`config.mk`:
```
export PLATFORM = sky130hd
export DESIGN_NAME = mem_access_unit
export DESIGN_NICKNAME = d
export VERILOG_FILES = /design/src/rtl/mem_access_unit_pkg.sv /design/src/rtl/mem_load_align.sv /design/src/rtl/mem_access_unit.sv
export SDC_FILE = /design/constraint.sdc
export NUM_CORES = 1
export LEC_CHECK = 0
export ABC_CLOCK_PERIOD_IN_PS = 2800
export BUFFER_PORTS_ARGS = -buffer_cell sky130_fd_sc_hd__buf_2
export CAP_MARGIN = 10
export CORE_ASPECT_RATIO = 1.4
export CORE_MARGIN = 8
export CORE_UTILIZATION = 50
export DETAILED_ROUTE_END_ITERATION = 12
export GPL_TIMING_DRIVEN = 0
export PLACE_DENSITY = 0.81
export SLEW_MARGIN = 20
export SYNTH_ARGS = -nofsm -noshare
export SYNTH_HDL_FRONTEND = slang
export SYNTH_SLANG_ARGS = --single-unit
export TNS_END_PERCENT = 100
```
`constraint.sdc`:
```
create_clock -name clk -period 2.8 [get_ports clk]
set_input_delay 0 -clock clk [delete_from_list [all_inputs] [get_ports clk]]
set_output_delay 0 -clock clk [all_outputs]
set_load 0.03 [all_outputs]
```
`src/rtl/mem_access_unit_pkg.sv`:
```
// Shared definitions for the MEM-stage access unit: op encodings, FSM states, lane constants.
package mem_access_unit_pkg;

  localparam logic [3:0] MEM_OP_NONE = 4'd0;
  localparam logic [3:0] MEM_OP_LB   = 4'd1;
  localparam logic [3:0] MEM_OP_LBU  = 4'd2;
  localparam logic [3:0] MEM_OP_LH   = 4'd3;
  localparam logic [3:0] MEM_OP_LHU  = 4'd4;
  localparam logic [3:0] MEM_OP_LW   = 4'd5;
  localparam logic [3:0] MEM_OP_SB   = 4'd6;
  localparam logic [3:0] MEM_OP_SH   = 4'd7;
  localparam logic [3:0] MEM_OP_SW   = 4'd8;

  localparam int unsigned LANE_W   = 8;
  localparam logic [31:0] ZEROWORD = 32'h0000_0000;

  typedef enum logic [1:0] {StIdle, StAccess, StDone, StErr} state_e;

  function automatic logic is_store(input logic [3:0] op);
    return (op == MEM_OP_SB) || (op == MEM_OP_SH) || (op == MEM_OP_SW);
  endfunction

endpackage

```
`src/rtl/mem_load_align.sv`:
```
// Combinational load alignment: picks the addressed byte/halfword of a big-endian word and extends.
module mem_load_align
  import mem_access_unit_pkg::*;
(
  input  logic [3:0]  op_i,
  input  logic [1:0]  a_i,
  input  logic [31:0] w_i,
  output logic [31:0] data_o
);

  logic [LANE_W-1:0]   byte_sel;
  logic [2*LANE_W-1:0] half_sel;

  always_comb begin
    byte_sel = w_i[31:24];
    unique case (a_i)
      2'd0: byte_sel = w_i[31:24];
      2'd1: byte_sel = w_i[23:16];
      2'd2: byte_sel = w_i[15:8];
      2'd3: byte_sel = w_i[7:0];
      default: byte_sel = w_i[31:24];
    endcase
  end

  assign half_sel = a_i[1] ? w_i[15:0] : w_i[31:16];

  always_comb begin
    data_o = ZEROWORD;
    case (op_i)
      MEM_OP_LB:  data_o = {{(32 - LANE_W){byte_sel[LANE_W-1]}}, byte_sel};
      MEM_OP_LBU: data_o = {{(32 - LANE_W){1'b0}}, byte_sel};
      MEM_OP_LH:  data_o = {{(32 - 2 * LANE_W){half_sel[2*LANE_W-1]}}, half_sel};
      MEM_OP_LHU: data_o = {{(32 - 2 * LANE_W){1'b0}}, half_sel};
      MEM_OP_LW:  data_o = w_i;
      default:    data_o = ZEROWORD;
    endcase
  end

endmodule

```
`src/rtl/mem_access_unit.sv`:
```
// MEM-stage access controller: one load/store per handshake, fixed wait, aligned load response.
// Define MEM_ALIGN_CHECK_EN to trap misaligned halfword/word accesses into the ERR state.
module mem_access_unit
  import mem_access_unit_pkg::*;
#(
  parameter int unsigned WAIT_CYCLES = 1,
  parameter int unsigned DATA_W      = 32
) (
  input  logic              clk,
  input  logic              rst,
  input  logic              req_valid,
  output logic              req_ready,
  input  logic [3:0]        req_op,
  input  logic [DATA_W-1:0] req_addr,
  input  logic [DATA_W-1:0] req_wdata,
  output logic              resp_valid,
  output logic [DATA_W-1:0] resp_data,
  output logic              addr_err_o,
  output logic              stall_o,
  output logic              mem_ce,
  output logic              mem_we,
  output logic [DATA_W-1:0] mem_addr,
  output logic [DATA_W-1:0] mem_wdata,
  output logic [3:0]        mem_sel,
  input  logic [DATA_W-1:0] mem_rdata
);

  state_e            state_q, state_d;
  logic [3:0]        op_q, op_d;
  logic [DATA_W-1:0] addr_q, addr_d;
  logic [DATA_W-1:0] wdata_q, wdata_d;
  logic [DATA_W-1:0] resp_q, resp_d;
  logic [3:0]        cnt_q, cnt_d;
  logic              accept;
  logic              store_q;
  logic [DATA_W-1:0] load_word;

  assign accept  = req_valid && (state_q == StIdle) && (req_op != MEM_OP_NONE);
  assign store_q = is_store(op_q);

`ifdef MEM_ALIGN_CHECK_EN
  logic misalign;

  always_comb begin
    misalign = 1'b0;
    case (req_op)
      MEM_OP_LH, MEM_OP_LHU, MEM_OP_SH: misalign = req_addr[0];
      MEM_OP_LW, MEM_OP_SW:             misalign = (req_addr[1:0] != 2'b00);
      default:                          misalign = 1'b0;
    endcase
  end
`endif

  mem_load_align u_load_align (
    .op_i   (op_q),
    .a_i    (addr_q[1:0]),
    .w_i    (mem_rdata),
    .data_o (load_word)
  );

  always_comb begin
    state_d = state_q;
    op_d    = op_q;
    addr_d  = addr_q;
    wdata_d = wdata_q;
    resp_d  = resp_q;
    cnt_d   = cnt_q;
    unique case (state_q)
      StIdle: begin
        if (accept) begin
          op_d    = req_op;
          addr_d  = req_addr;
          wdata_d = req_wdata;
          cnt_d   = 4'(WAIT_CYCLES);
`ifdef MEM_ALIGN_CHECK_EN
          state_d = misalign ? StErr : StAccess;
`else
          state_d = StAccess;
`endif
        end
      end
      StAccess: begin
        // Read data is sampled on the same edge that leaves ACCESS.
        if (cnt_q == 4'd0) begin
          state_d = StDone;
          resp_d  = store_q ? ZEROWORD : load_word;
        end else begin
          cnt_d = cnt_q - 4'd1;
        end
      end
      StDone:  state_d = StIdle;
      StErr:   state_d = StIdle;
      default: state_d = StIdle;
    endcase
  end

  always_ff @(posedge clk or negedge rst) begin
    if (!rst) begin
      state_q <= StIdle;
      op_q    <= MEM_OP_NONE;
      addr_q  <= '0;
      wdata_q <= '0;
      resp_q  <= '0;
      cnt_q   <= 4'd0;
    end else begin
      state_q <= state_d;
      op_q    <= op_d;
      addr_q  <= addr_d;
      wdata_q <= wdata_d;
      resp_q  <= resp_d;
      cnt_q   <= cnt_d;
    end
  end

  // Memory strobes decode straight from state so an async reset drops them at once.
  always_comb begin
    mem_ce    = 1'b0;
    mem_we    = 1'b0;
    mem_addr  = '0;
    mem_sel   = 4'b0000;
    mem_wdata = '0;
    if (state_q == StAccess) begin
      mem_ce   = 1'b1;
      mem_we   = store_q;
      mem_addr = {addr_q[DATA_W-1:2], 2'b00};
      case (op_q)
        MEM_OP_SB: begin
          mem_sel   = 4'b1000 >> addr_q[1:0];
          mem_wdata = {4{wdata_q[LANE_W-1:0]}};
        end
        MEM_OP_SH: begin
          mem_sel   = addr_q[1] ? 4'b0011 : 4'b1100;
          mem_wdata = {2{wdata_q[2*LANE_W-1:0]}};
        end
        MEM_OP_SW: begin
          mem_sel   = 4'b1111;
          mem_wdata = wdata_q;
        end
        default: mem_sel = 4'b1111;
      endcase
    end
  end

  assign req_ready  = (state_q == StIdle);
  assign stall_o    = (state_q != StIdle);
  assign resp_valid = (state_q == StDone);
  assign resp_data  = (state_q == StDone) ? resp_q : '0;

`ifdef MEM_ALIGN_CHECK_EN
  assign addr_err_o = (state_q == StErr);
`else
  assign addr_err_o = 1'b0;
`endif

endmodule

```
==> results.cfg <==
[timing]
max_freq_mhz = 405
rsz0062_at_grt = false
finalSetupViolations = 0
post-route-period-util = 0.882
worst_pin_slew_ps = 995
period_needed_ps = 2470
fin_tns_setup_ps = 0
clock-skew-final_ps = 5.17
maxSlewHeadroom = 0.332
fin_hold_ws_ps = 100
hold_violations = 0
drv_slew = 0

[clocking]
htreeDepth = 3
cts.sinks = 106
clockRootBuffer = clkbuf_16
cts_inserted_buffers = 9
cts_tree = yes
clock_latency_ps = 350
cts_setup_buffers = 0
clock_path_buffers = 2
path_clk_slew_ps = 80

[synthesis]
ys_types = 47
synth-seq-cells = 106
yosysWarnings = 0
ys_async_sr_fraction = 1.00
syn_area_um2 = 5720
syn_inst = 527
synth_top_flop_cell = dfrtp_1
synth.avg_cell_area_um2 = 10.9
synth_edf_count = 0
ys_seq_area_frac = 0.464

[job]
max_cap_violations = 0

[pwr]
comb_power_share = 0.538
clkPwrFrac = 0.153
p_int_mw = 4.87
p_total_mw = 8.93
pwr_density_cell_nw_per_um2 = 1080
swShare = 0.455
p_switching_mw = 4.07
seq_power_share = 0.309
leakage_nw = 4.01
vdd_drop_max_uv = 835

[grt]
grt_max_degree = 66
grt_pass1_wl_um = 33600
grtUsageTotal = 0.280
grt_pass1_vias = 6242
antenna_found_initial = 0
grt_overflow = 0

[route]
routedWlPerCell_um = 21.3
via_per_inst = 5.82
ant_nets = 0
wl_um = 21200
drc = 0
vias = 5804
drtPass1Iterations = 5
drt_iter0_drc = 407

[outcome]
status = finished, final reports clean

[final_layout]
synthToLayoutAreaGrowth_pct = 45.0
drive_gt1_frac = 0.382
fin_cells = 997
design.final.nets = 951
design_area_um2 = 8300

[floorplan]
placementRows = 46
die-height_um = 143
pin_count = 209
die_w_um = 106
start_util = 0.510
core_area_um2 = 11200
die_area_um2 = 15200

[critical_path]
worstSetupStartpointType = flop
critPathRequiredTime_ps = 2800
worstPathBufferInverterCount = 4
path_max_fanout = 10
cpPeakStageDelay_ps = 380
path_cells = clkbuf_1 > and2_1 > clkbuf_1 > buf_2 > nand2_1 > a21oi_1 > buf_2
crit_arrival_ps = 2470
path_delay_family = buffers and inverters
cp_slowest_cell = clkbuf_1
critPathKind = reg2out
crit_path_end_kind = output port

[placement]
gp_congestion = 0.894
io_buffers = 205
place_area_um2 = 6970
dp_cells = 879
hpwl_um = 13900

[hold_path]
hold_path.class = in2reg
## worst min-delay path: stages
cell      delay [ps]
buf_2            100
nand2_1           50
o21ai_0           70
a221oi_1          70
o21ai_0          130
## power groups by stage
stage	registers (mW)	logic [mW]	clock network, mW
after floorplan	2.56	3.38	0
after global placement	2.68	4.39	0
after detailed placement	2.73	4.52	0
after CTS	2.71	4.66	1.37
after global routing	2.82	5.10	1.43
final	2.76	4.81	1.36
## sequential cells by signal, summed over array words and instances (netlist names)
signal and cells:
addr_q 32, resp_q 32, cnt_q 4, state_q 2, op_q 4, wdata_q 32
## cells in the mapped netlist (all sizes together), types with 2 or more instances
cell,number,share of area
dfrtp,106,0.46
and2,80,0.087
mux2,73,0.14
nand2,57,0.037
a22oi,33,0.043
buf,27,0.035
a21oi,23,0.020
o211ai,17,0.022
clkbuf,14,0.0092
nor2,14,0.0092
o21ai,9,0.0079
a22o,8,0.012
a221o,7,0.012
inv,7,0.0046
mux4,7,0.028
or3b,4,0.0066
nand2b,3,0.0033
nor3,3,0.0026
nor3b,3,0.0039
or3,3,0.0033
xor2,3,0.0046
a211oi,2,0.0048
ha,2,0.0044
mux2i,2,0.0035
nand3,2,0.0017
nand3b,2,0.0026
nor2b,2,0.0022
o21a,2,0.0026
o21bai,2,0.0026
## logic make-up after synthesis
| family | Yosys count | synth area share |
|---|---|---|
| AND/OR/NAND/NOR | 176 | 0.166 |
| AO/OA/AOI/OAI | 108 | 0.136 |
| flip-flops | 106 | 0.464 |
| multiplexers | 82 | 0.175 |
| buffers and inverters | 49 | 0.0494 |
| XOR/XNOR | 3 | 0.00459 |
| adder cells (fa/ha/maj) | 2 | 0.00437 |
| other | 1 | 0.000655 |
## placed cells by master, fill, tap and decap left out, drive strengths merged, types with 2 or more instances in the layout
| master | instances |
|---|---|
| a211oi | 2 |
| a21oi | 23 |
| a221o | 7 |
| a22o | 8 |
| a22oi | 33 |
| and2 | 80 |
| buf | 233 |
| clkbuf | 23 |
| clkinv | 3 |
| conb | 3 |
| dfrtp | 106 |
| diode | 2 |
| dlygate4sd3 | 100 |
| ha | 2 |
| inv | 10 |
| mux2 | 73 |
| mux2i | 2 |
| mux4 | 7 |
| nand2 | 57 |
| nand2b | 3 |
| nand3 | 2 |
| nand3b | 2 |
| nor2 | 14 |
| nor2b | 2 |
| nor3 | 3 |
| nor3b | 3 |
| o211ai | 17 |
| o21a | 2 |
| o21ai | 9 |
| o21bai | 2 |
| or3 | 3 |
| or3b | 4 |
| xor2 | 3 |
## metal layers
layer  global-route usage  wire, um  up-vias
met1                0.312      7610     2794
met4                0.137       824        0
li1                     -         -     2503
met5                    0         0        -
met3               0.0798      2150       71
met2                0.478     10600      436
## what timing repair did
| item | CTS | global route |
|---|---|---|
| endpoints found under the hold margin | 205 | 0 |
| gates resized for setup | 0 | 0 |
| hold buffers | 100 | 0 |
## final cells by class
| type | instances | area [um2] |
|---|---|---|
| Timing Repair Buffer | 306 | 2060 |
| Clock inverter | 7 | 98.8 |
| Tap cell | 144 | 180 |
| Sequential cell | 106 | 2650 |
| Antenna cell | 2 | 5.00 |
| Multi-Input combinational cell | 374 | 2790 |
| Fill cell | 710 | 2920 |
| Inverter | 8 | 30.0 |
| Clock buffer | 9 | 225 |
| Buffer | 41 | 253 |
## stage by stage
step / util / setup WS (ps)
6_report: 0.739 / 330
2_1_floorplan: - / 892
3_5_place_dp: 0.621 / 579
3_3_place_gp: 0.618 / 580
5_1_grt: 0.739 / 128
4_1_cts: 0.739 / 465
## path summary, 6_finish.rpt
check / startpoint / end / slack [ps] / cells after the start
min in group asynchronous: rst / resp_q[3] / 140 / 2
max: op_q[3] / mem_wdata[15] / 330 / 7
min reg2reg: wdata_q[24] / wdata_q[24] / 510 / 1
min: mem_rdata[15] / resp_q[15] / 100 / 5
max in group asynchronous: rst / op_q[0] / 2000 / 3
max reg2reg: cnt_q[0] / resp_q[23] / 470 / 8
(Power assumes the default switching activity.)
